**config.mk**
```make
export PLATFORM = sky130hd
export DESIGN_NAME = div_scheduler
export DESIGN_NICKNAME = d
export VERILOG_FILES = /design/src/rtl/div_sched_pkg.sv /design/src/rtl/div_scheduler_rr_arbiter.sv /design/src/rtl/div_scheduler.sv
export SDC_FILE = /design/constraint.sdc
export NUM_CORES = 1
export LEC_CHECK = 0
export ABC_AREA = 0
export ABC_CLOCK_PERIOD_IN_PS = 9300
export CAP_MARGIN = 10
export CORE_MARGIN = 2
export CORE_UTILIZATION = 41
export CTS_CLUSTER_DIAMETER = 30
export DETAILED_ROUTE_END_ITERATION = 16
export MAX_ROUTING_LAYER = met4
export PLACE_DENSITY = 0.95
export RECOVER_POWER = 50
export SLEW_MARGIN = 20
export SYNTH_ARGS = -nofsm -noshare
export SYNTH_HDL_FRONTEND = slang
export SYNTH_SLANG_ARGS = --single-unit
```
**constraint.sdc**
```tcl
create_clock -name clock -period 9.3 [get_ports clock]
set_input_delay 0.93 -clock clock [delete_from_list [all_inputs] [get_ports clock]]
set_output_delay 0.93 -clock clock [all_outputs]
set_load 0.02 [all_outputs]
```
**src/rtl/div_sched_pkg.sv**
```systemverilog
// Shared types and constants for the divider scheduler: the tag that travels
// alongside each divide and the forced divide-by-zero quotient.
package div_sched_pkg;

    localparam int MAX_NREQ = 16;

    function automatic int id_width(input int n);
        return (n > 1) ? $clog2(n) : 1;
    endfunction

    localparam int ID_W = id_width(MAX_NREQ);

    typedef struct packed {
        logic            valid;
        logic [ID_W-1:0] id;
        logic            dz;
    } tag_t;

    localparam logic [63:0] DZ_QUOTIENT = '1;

endpackage

```
**src/rtl/div_scheduler_rr_arbiter.sv**
```systemverilog
// Round-robin arbiter: grants the first requester at or after rr_ptr and then
// moves rr_ptr just past the winner; rr_ptr holds when nothing is granted.
module rr_arbiter #(
    parameter int N  = 4,
    parameter int IW = (N > 1) ? $clog2(N) : 1
) (
    input  logic          clock,
    input  logic          aclr_n,
    input  logic [N-1:0]  req,
    output logic [N-1:0]  grant,
    output logic [IW-1:0] grant_id,
    output logic          grant_any
);

    localparam logic [IW-1:0] LAST = IW'(N - 1);

    logic [IW-1:0] rr_ptr;
    logic [IW-1:0] idx;

    // NOTE: every output gets a default before the scan, so no path leaves one unassigned (no latch).
    always_comb begin
        grant     = '0;
        grant_id  = '0;
        grant_any = 1'b0;
        idx       = '0;
        for (int k = 0; k < N; k++) begin
            idx = IW'((int'(rr_ptr) + k) % N);
            if (!grant_any && req[idx]) begin
                grant[idx] = 1'b1;
                grant_id   = idx;
                grant_any  = 1'b1;
            end
        end
    end

    always_ff @(posedge clock or negedge aclr_n) begin
        if (!aclr_n) begin
            rr_ptr <= '0;
        end else if (grant_any) begin
            rr_ptr <= (grant_id == LAST) ? '0 : grant_id + IW'(1);
        end
    end

endmodule

```
**src/rtl/div_scheduler.sv**
```systemverilog
// Shares one fixed-latency pipelined divider among NREQ requesters: credit-gated
// round-robin issue, a tag pipe matching the divider latency, one-hot response pulses.
module div_scheduler
    import div_sched_pkg::*;
#(
    parameter int NREQ    = 4,
    parameter int WIDTHN  = 16,
    parameter int WIDTHD  = 16,
    parameter int DIV_LAT = 4,
    parameter int MAX_OUT = 2
) (
    input  logic                     clock,
    input  logic                     aclr_n,
    input  logic                     clken,
    input  logic [NREQ-1:0]          req_valid,
    output logic [NREQ-1:0]          req_ready,
    input  logic [NREQ*WIDTHN-1:0]   req_numer,
    input  logic [NREQ*WIDTHD-1:0]   req_denom,
    output logic [WIDTHN-1:0]        div_numer,
    output logic [WIDTHD-1:0]        div_denom,
    output logic                     div_clken,
    input  logic [WIDTHN-1:0]        div_quotient,
    input  logic [WIDTHD-1:0]        div_remain,
    output logic [NREQ-1:0]          resp_valid,
    output logic [WIDTHN-1:0]        resp_quotient,
    output logic [WIDTHD-1:0]        resp_remain,
    output logic                     resp_dz,
    output logic                     busy
);

    localparam int IW = id_width(NREQ);
    localparam int CW = $clog2(MAX_OUT + 1);
    localparam logic [CW-1:0] CNT_MAX = CW'(MAX_OUT);

    logic [NREQ-1:0][CW-1:0] outstanding;
    logic [NREQ-1:0]         eligible;
    logic [NREQ-1:0]         grant;
    logic [NREQ-1:0]         dec;
    logic [IW-1:0]           grant_id;
    logic                    grant_any;
    tag_t                    tag_pipe [DIV_LAT];
    tag_t                    tag_last;
    logic                    resp_fire;
    logic [NREQ-1:0]         resp_valid_q;

    always_comb begin
        eligible = '0;
        for (int i = 0; i < NREQ; i++) begin
            eligible[i] = req_valid[i] && (outstanding[i] < CNT_MAX) && clken;
        end
    end

    rr_arbiter #(.N(NREQ), .IW(IW)) u_arb (
        .clock     (clock),
        .aclr_n    (aclr_n),
        .req       (eligible),
        .grant     (grant),
        .grant_id  (grant_id),
        .grant_any (grant_any)
    );

    assign req_ready = grant;
    assign div_clken = clken;

    always_comb begin
        div_numer = '0;
        div_denom = '0;
        for (int i = 0; i < NREQ; i++) begin
            if (grant[i]) begin
                div_numer = req_numer[i*WIDTHN +: WIDTHN];
                div_denom = req_denom[i*WIDTHD +: WIDTHD];
            end
        end
    end

    // NOTE: the tag pipe is reset in full because its valid bits decide which divider outputs are owned.
    always_ff @(posedge clock or negedge aclr_n) begin
        if (!aclr_n) begin
            for (int s = 0; s < DIV_LAT; s++) tag_pipe[s] <= '0;
        end else if (clken) begin
            tag_pipe[0] <= '{valid: grant_any,
                             id:    ID_W'(grant_id),
                             dz:    grant_any && (div_denom == '0)};
            for (int s = 1; s < DIV_LAT; s++) tag_pipe[s] <= tag_pipe[s-1];
        end
    end

    assign tag_last  = tag_pipe[DIV_LAT-1];
    assign resp_fire = clken && tag_last.valid;

    always_comb begin
        dec = '0;
        for (int i = 0; i < NREQ; i++) begin
            dec[i] = resp_fire && (tag_last.id == ID_W'(i));
        end
    end

    // A grant and a returning response on the same clock cancel out.
    always_ff @(posedge clock or negedge aclr_n) begin
        if (!aclr_n) begin
            outstanding <= '0;
        end else begin
            for (int i = 0; i < NREQ; i++) begin
                if (grant[i] && !dec[i]) begin
                    outstanding[i] <= outstanding[i] + CW'(1);
                end else if (dec[i] && !grant[i]) begin
                    outstanding[i] <= outstanding[i] - CW'(1);
                end
            end
        end
    end

    always_ff @(posedge clock or negedge aclr_n) begin
        if (!aclr_n) begin
            resp_valid_q  <= '0;
            resp_quotient <= '0;
            resp_remain   <= '0;
            resp_dz       <= 1'b0;
        end else if (clken) begin
            resp_valid_q <= dec;
            if (tag_last.valid) begin
                resp_dz       <= tag_last.dz;
                resp_quotient <= tag_last.dz ? DZ_QUOTIENT[WIDTHN-1:0] : div_quotient;
                resp_remain   <= tag_last.dz ? '0 : div_remain;
            end
        end
    end

    // A pulse registered just before a freeze is held and shown once clken returns.
    assign resp_valid = resp_valid_q & {NREQ{clken}};

    // NOTE: blocking '=' accumulates inside combinational logic; registers above use '<=' only.
    always_comb begin
        busy = |resp_valid_q;
        for (int s = 0; s < DIV_LAT; s++) begin
            busy = busy | tag_pipe[s].valid;
        end
    end

    for (genvar i = 0; i < NREQ; i++) begin : g_credit_chk
        assert property (@(posedge clock) disable iff (!aclr_n)
            !(dec[i] && !grant[i] && outstanding[i] == '0));
        assert property (@(posedge clock) disable iff (!aclr_n)
            !(grant[i] && !dec[i] && outstanding[i] == CNT_MAX));
    end

endmodule

```
==> impl_metrics.csv <==
group,metric,value,unit
worst_setup_path,arrival,6130,ps
cts,post_cts_buffers,0,
logic_synthesis,synth-compound-area-share,25.11,%
cts,clk_latency,350,ps
logic_synthesis,ys_ff_latch,63,
finish,nNetsFinal,874,
logic_synthesis,synthAdderAreaFrac,3.073,%
worst_setup_path,path_cells,"dlygate4sd3_1 -> clkbuf_1 -> inv_1 -> a211oi_2 -> or2_4 -> a21oi_4 -> a211oi_4 -> and2_1 -> a221oi_1 -> o31ai_1 -> clkdlybuf4s50_1",
cts,cts.repair.resized,0,
finish,area_growth,66.23,%
sta,fin_crit_sh,75.90,%
worst_setup_path,worst-path-max-fanout,33,
sta,setup_viol,0,
worst_setup_path,start_kind,"primary input",
detailed_routing,vias,4567,
logic_synthesis,synth.area.mux_share,4.087,%
die,die_w,103.7,um
detailed_routing,drc,0,
run_status,status,"complete, but fails checks",
die,core,9684,um2
placed_design,numPortBuffers,241,
logic_synthesis,avgSynthCellArea,8.608,um2
logic_synthesis,synth-async-reset-ratio,100.0,%
detailed_routing,viasPerCell,5.463,
worst_setup_path,required,8370,ps
die,pin_count,242,
run_status,violations,"max-capacitance violations, max-slew violations",
worst_setup_path,r2r_cells,13,
cts,ctsHoldBuffers,0,
pwr,power_density,410.2,nW/um2
logic_synthesis,synth_area,4071,um2
cts,cts.sinks,63,
die,start_util,42.04,%
detailed_routing,first_iter_violations,388,
grt,overflow,0,
placed_design,placedInstanceArea,6544,um2
worst_setup_path,worstSetupPathType,"primary input to output port",
placed_design,dp.cells,819,
logic_synthesis,synthXorXnorAreaFrac,3.012,%
logic_synthesis,syn-num-nets,650,
logic_synthesis,synthCells,473,
logic_synthesis,synthFlopType,"dfrtp_1",
sta,slew_headroom,-118.5,%
finish,stdcell_count,836,
min_path,hp-start,"resp_quotient[1]",
placed_design,hpwl,11690,um
logic_synthesis,synth_top_family_by_area,"compound AO/OA/AOI/OAI gates",
logic_synthesis,synth.area.top_cells,"dfrtp_1 (39%), nand2_1 (6.5%), o21ai_0 (5.7%)",
sta,rsz0062_at_grt,"no",
detailed_routing,totalWireLength,15320,um
min_path,hold_path.class,"flop to flop",
sta,fmax,141.7,MHz
detailed_routing,firstDrtPassIters,7,
cts,cts_tree,"done",
min_path,hold_depth,2,
worst_setup_path,slowest_delay,1020,ps
cts,h-tree-depth,3,
detailed_routing,wl_per_cell,18.33,um
worst_setup_path,crit_path_end_kind,"output port",
logic_synthesis,yosysTopAreaCellShare,38.72,%
cts,cts_buffers,9,
placed_design,gp_congestion,0.9223,
pwr,peakVddDrop,0.2336,mV
sta,min_period,7059,ps
worst_setup_path,r2r_slack,4380,ps
sta,drv_slew,64,
worst_setup_path,crit_cells,11,
run,drv_cap,1,
sta,worst_slew_pin_slew,3278,ps
cts,clkTransAtPathRegs,80,ps
grt,grt_pass1_wl,24190,um
detailed_routing,ant_nets,0,
grt,grt_antenna_before_repair,1,
logic_synthesis,synth_edf_count,0,
grt,grt_use_total,29.00,%
pwr,leakage,2.794,nW
grt,grt_pass1_vias,4604,
worst_setup_path,worstPathBufferInverterCount,4,
logic_synthesis,yosys.area.top_type,"dfrtp_1",
finish,final_area,6768,um2
logic_synthesis,yosys_warnings,0,
logic_synthesis,ys_types,61,
cts,cts_buffer_depth,2,
finish,n_fill_cell,698,
sta,finalHoldViolCount,0,
die,dieHeight,103.7,um
cts,cts_root_buffer,"clkbuf_8",
sta,fin_tns_setup,0,ps
sta,skew,11.36,ps
die,rows,36,
finish,drive_gt1_share,7.407,%
logic_synthesis,yosysSeqAreaShare,38.72,%
min_path,hold_end,"resp_quotient[1]",
worst_setup_path,cp_slowest_cell,"clkbuf_1",
worst_setup_path,r2r-end,"tag_pipe[18]",
worst_setup_path,crit_family,"buffers and inverters",
grt,grt_max_degree,69,
logic_synthesis,synth-simple-area-share,20.96,%
die,dieArea,10740,um2
where the power goes:
group / internal [mW] / switching (mW) / total, mW
registers: 0.409 / 0.114 / 0.523
logic: 0.883 / 1.10 / 1.98
clock network: 0.160 / 0.115 / 0.275
cell type report:
cell class                 count  area, um2  area share [%]
timing repair buffer         245       2430           35.90
multi-input combinational    359       2292           33.87
sequential                    63       1577           23.29
tap                          133      166.4           2.459
clock buffer                  10      137.6           2.034
clock inverter                 6      91.34           1.350
inverter                      19      71.32           1.054
antenna                        1      2.502         0.03698
Yosys cell counts, types with 4 or more instances:
cell type / n
a211oi_1: 8
nand3_1: 8
xnor2_1: 5
mux2_2: 13
o22ai_1: 9
xor2_1: 9
inv_1: 16
nand2_1: 70
buf_1: 6
ha_1: 10
o21ai_0: 46
nor2_1: 56
nor3_1: 9
clkbuf_1: 22
dfrtp_1: 63
and2_1: 4
o31ai_1: 18
a221oi_1: 22
nand2b_1: 16
a21oi_1: 6
metrics by stage:
stage / hold WS (ps) / power, mW / setup WS [ps] / utilization [%]
final: 478.9 / 2.776 / 2241 / 69.88
after global routing: 506.9 / 2.941 / 1718 / 69.88
after CTS: 487.2 / 2.796 / 3282 / 69.94
after detailed placement: 469.2 / 2.510 / 3290 / 67.57
after global placement: 459.9 / 2.467 / 3471 / 67.57
after floorplan: 445.8 / 1.664 / 4465 / -
worst max-delay path by stage:
stage / startpoint / end / slack, ps
floorplan: req_valid[3] / div_numer[10] / 4460
global placement: clken / div_denom[7] / 3470
detailed placement: clken / div_denom[7] / 3290
CTS: clken / div_denom[7] / 3280
global route: clken / div_denom[7] / 1720
finish: clken / div_denom[7] / 2240
worst min-delay path, stage by stage (launching register included):
cell and delay (ps):
dfrtp_1 340, nand2_1 40, o21ai_0 60
cells in the final DEF, fill, tap and decap left out, drive strengths merged, types with 3 or more instances in the layout:
cell type      count
mux2              13
ha                10
xor2               9
inv               21
o22ai              9
o31ai             18
nor3               9
a211oi            12
nand2             70
buf                3
o21ai             46
a21oi              9
nand2b            16
a31oi              3
a221oi            24
clkbuf            12
clkdlybuf4s50    215
dfrtp             63
xnor2              5
dlygate4sd3       25
and2               4
nor2              56
nand3              8
state kept, by name, indices dropped and copies added, names as in the netlist, named ones only:
| name | flops |
|---|---|
| outstanding | 8 |
| resp_dz | 1 |
| resp_quotient | 16 |
| resp_remain | 16 |
| resp_valid_q | 4 |
| tag_last | 4 |
| tag_pipe | 12 |
| u_arb.rr_ptr | 1 |
logic make-up after synthesis:
logic type	Yosys count
and+or+nand+nor	182
AOI/OAI and AO/OA	138
DFF	63
xor gates and xnor gates	14
adders and majority gates	10
buffers and inverters	51
muxes	15
per-layer routing:
| metal | share of wire [%] | track usage [%] | vias up |
|---|---|---|---|
| li1 | - | - | 2145 |
| met1 | 39 | 33.11 | 2151 |
| met2 | 49 | 48.63 | 217 |
| met3 | 6.9 | 6.104 | 54 |
| met4 | 4.8 | 14.19 | 0 |
| met5 | 0 | - | - |
Note: power is estimated with default switching activity, not from simulation.
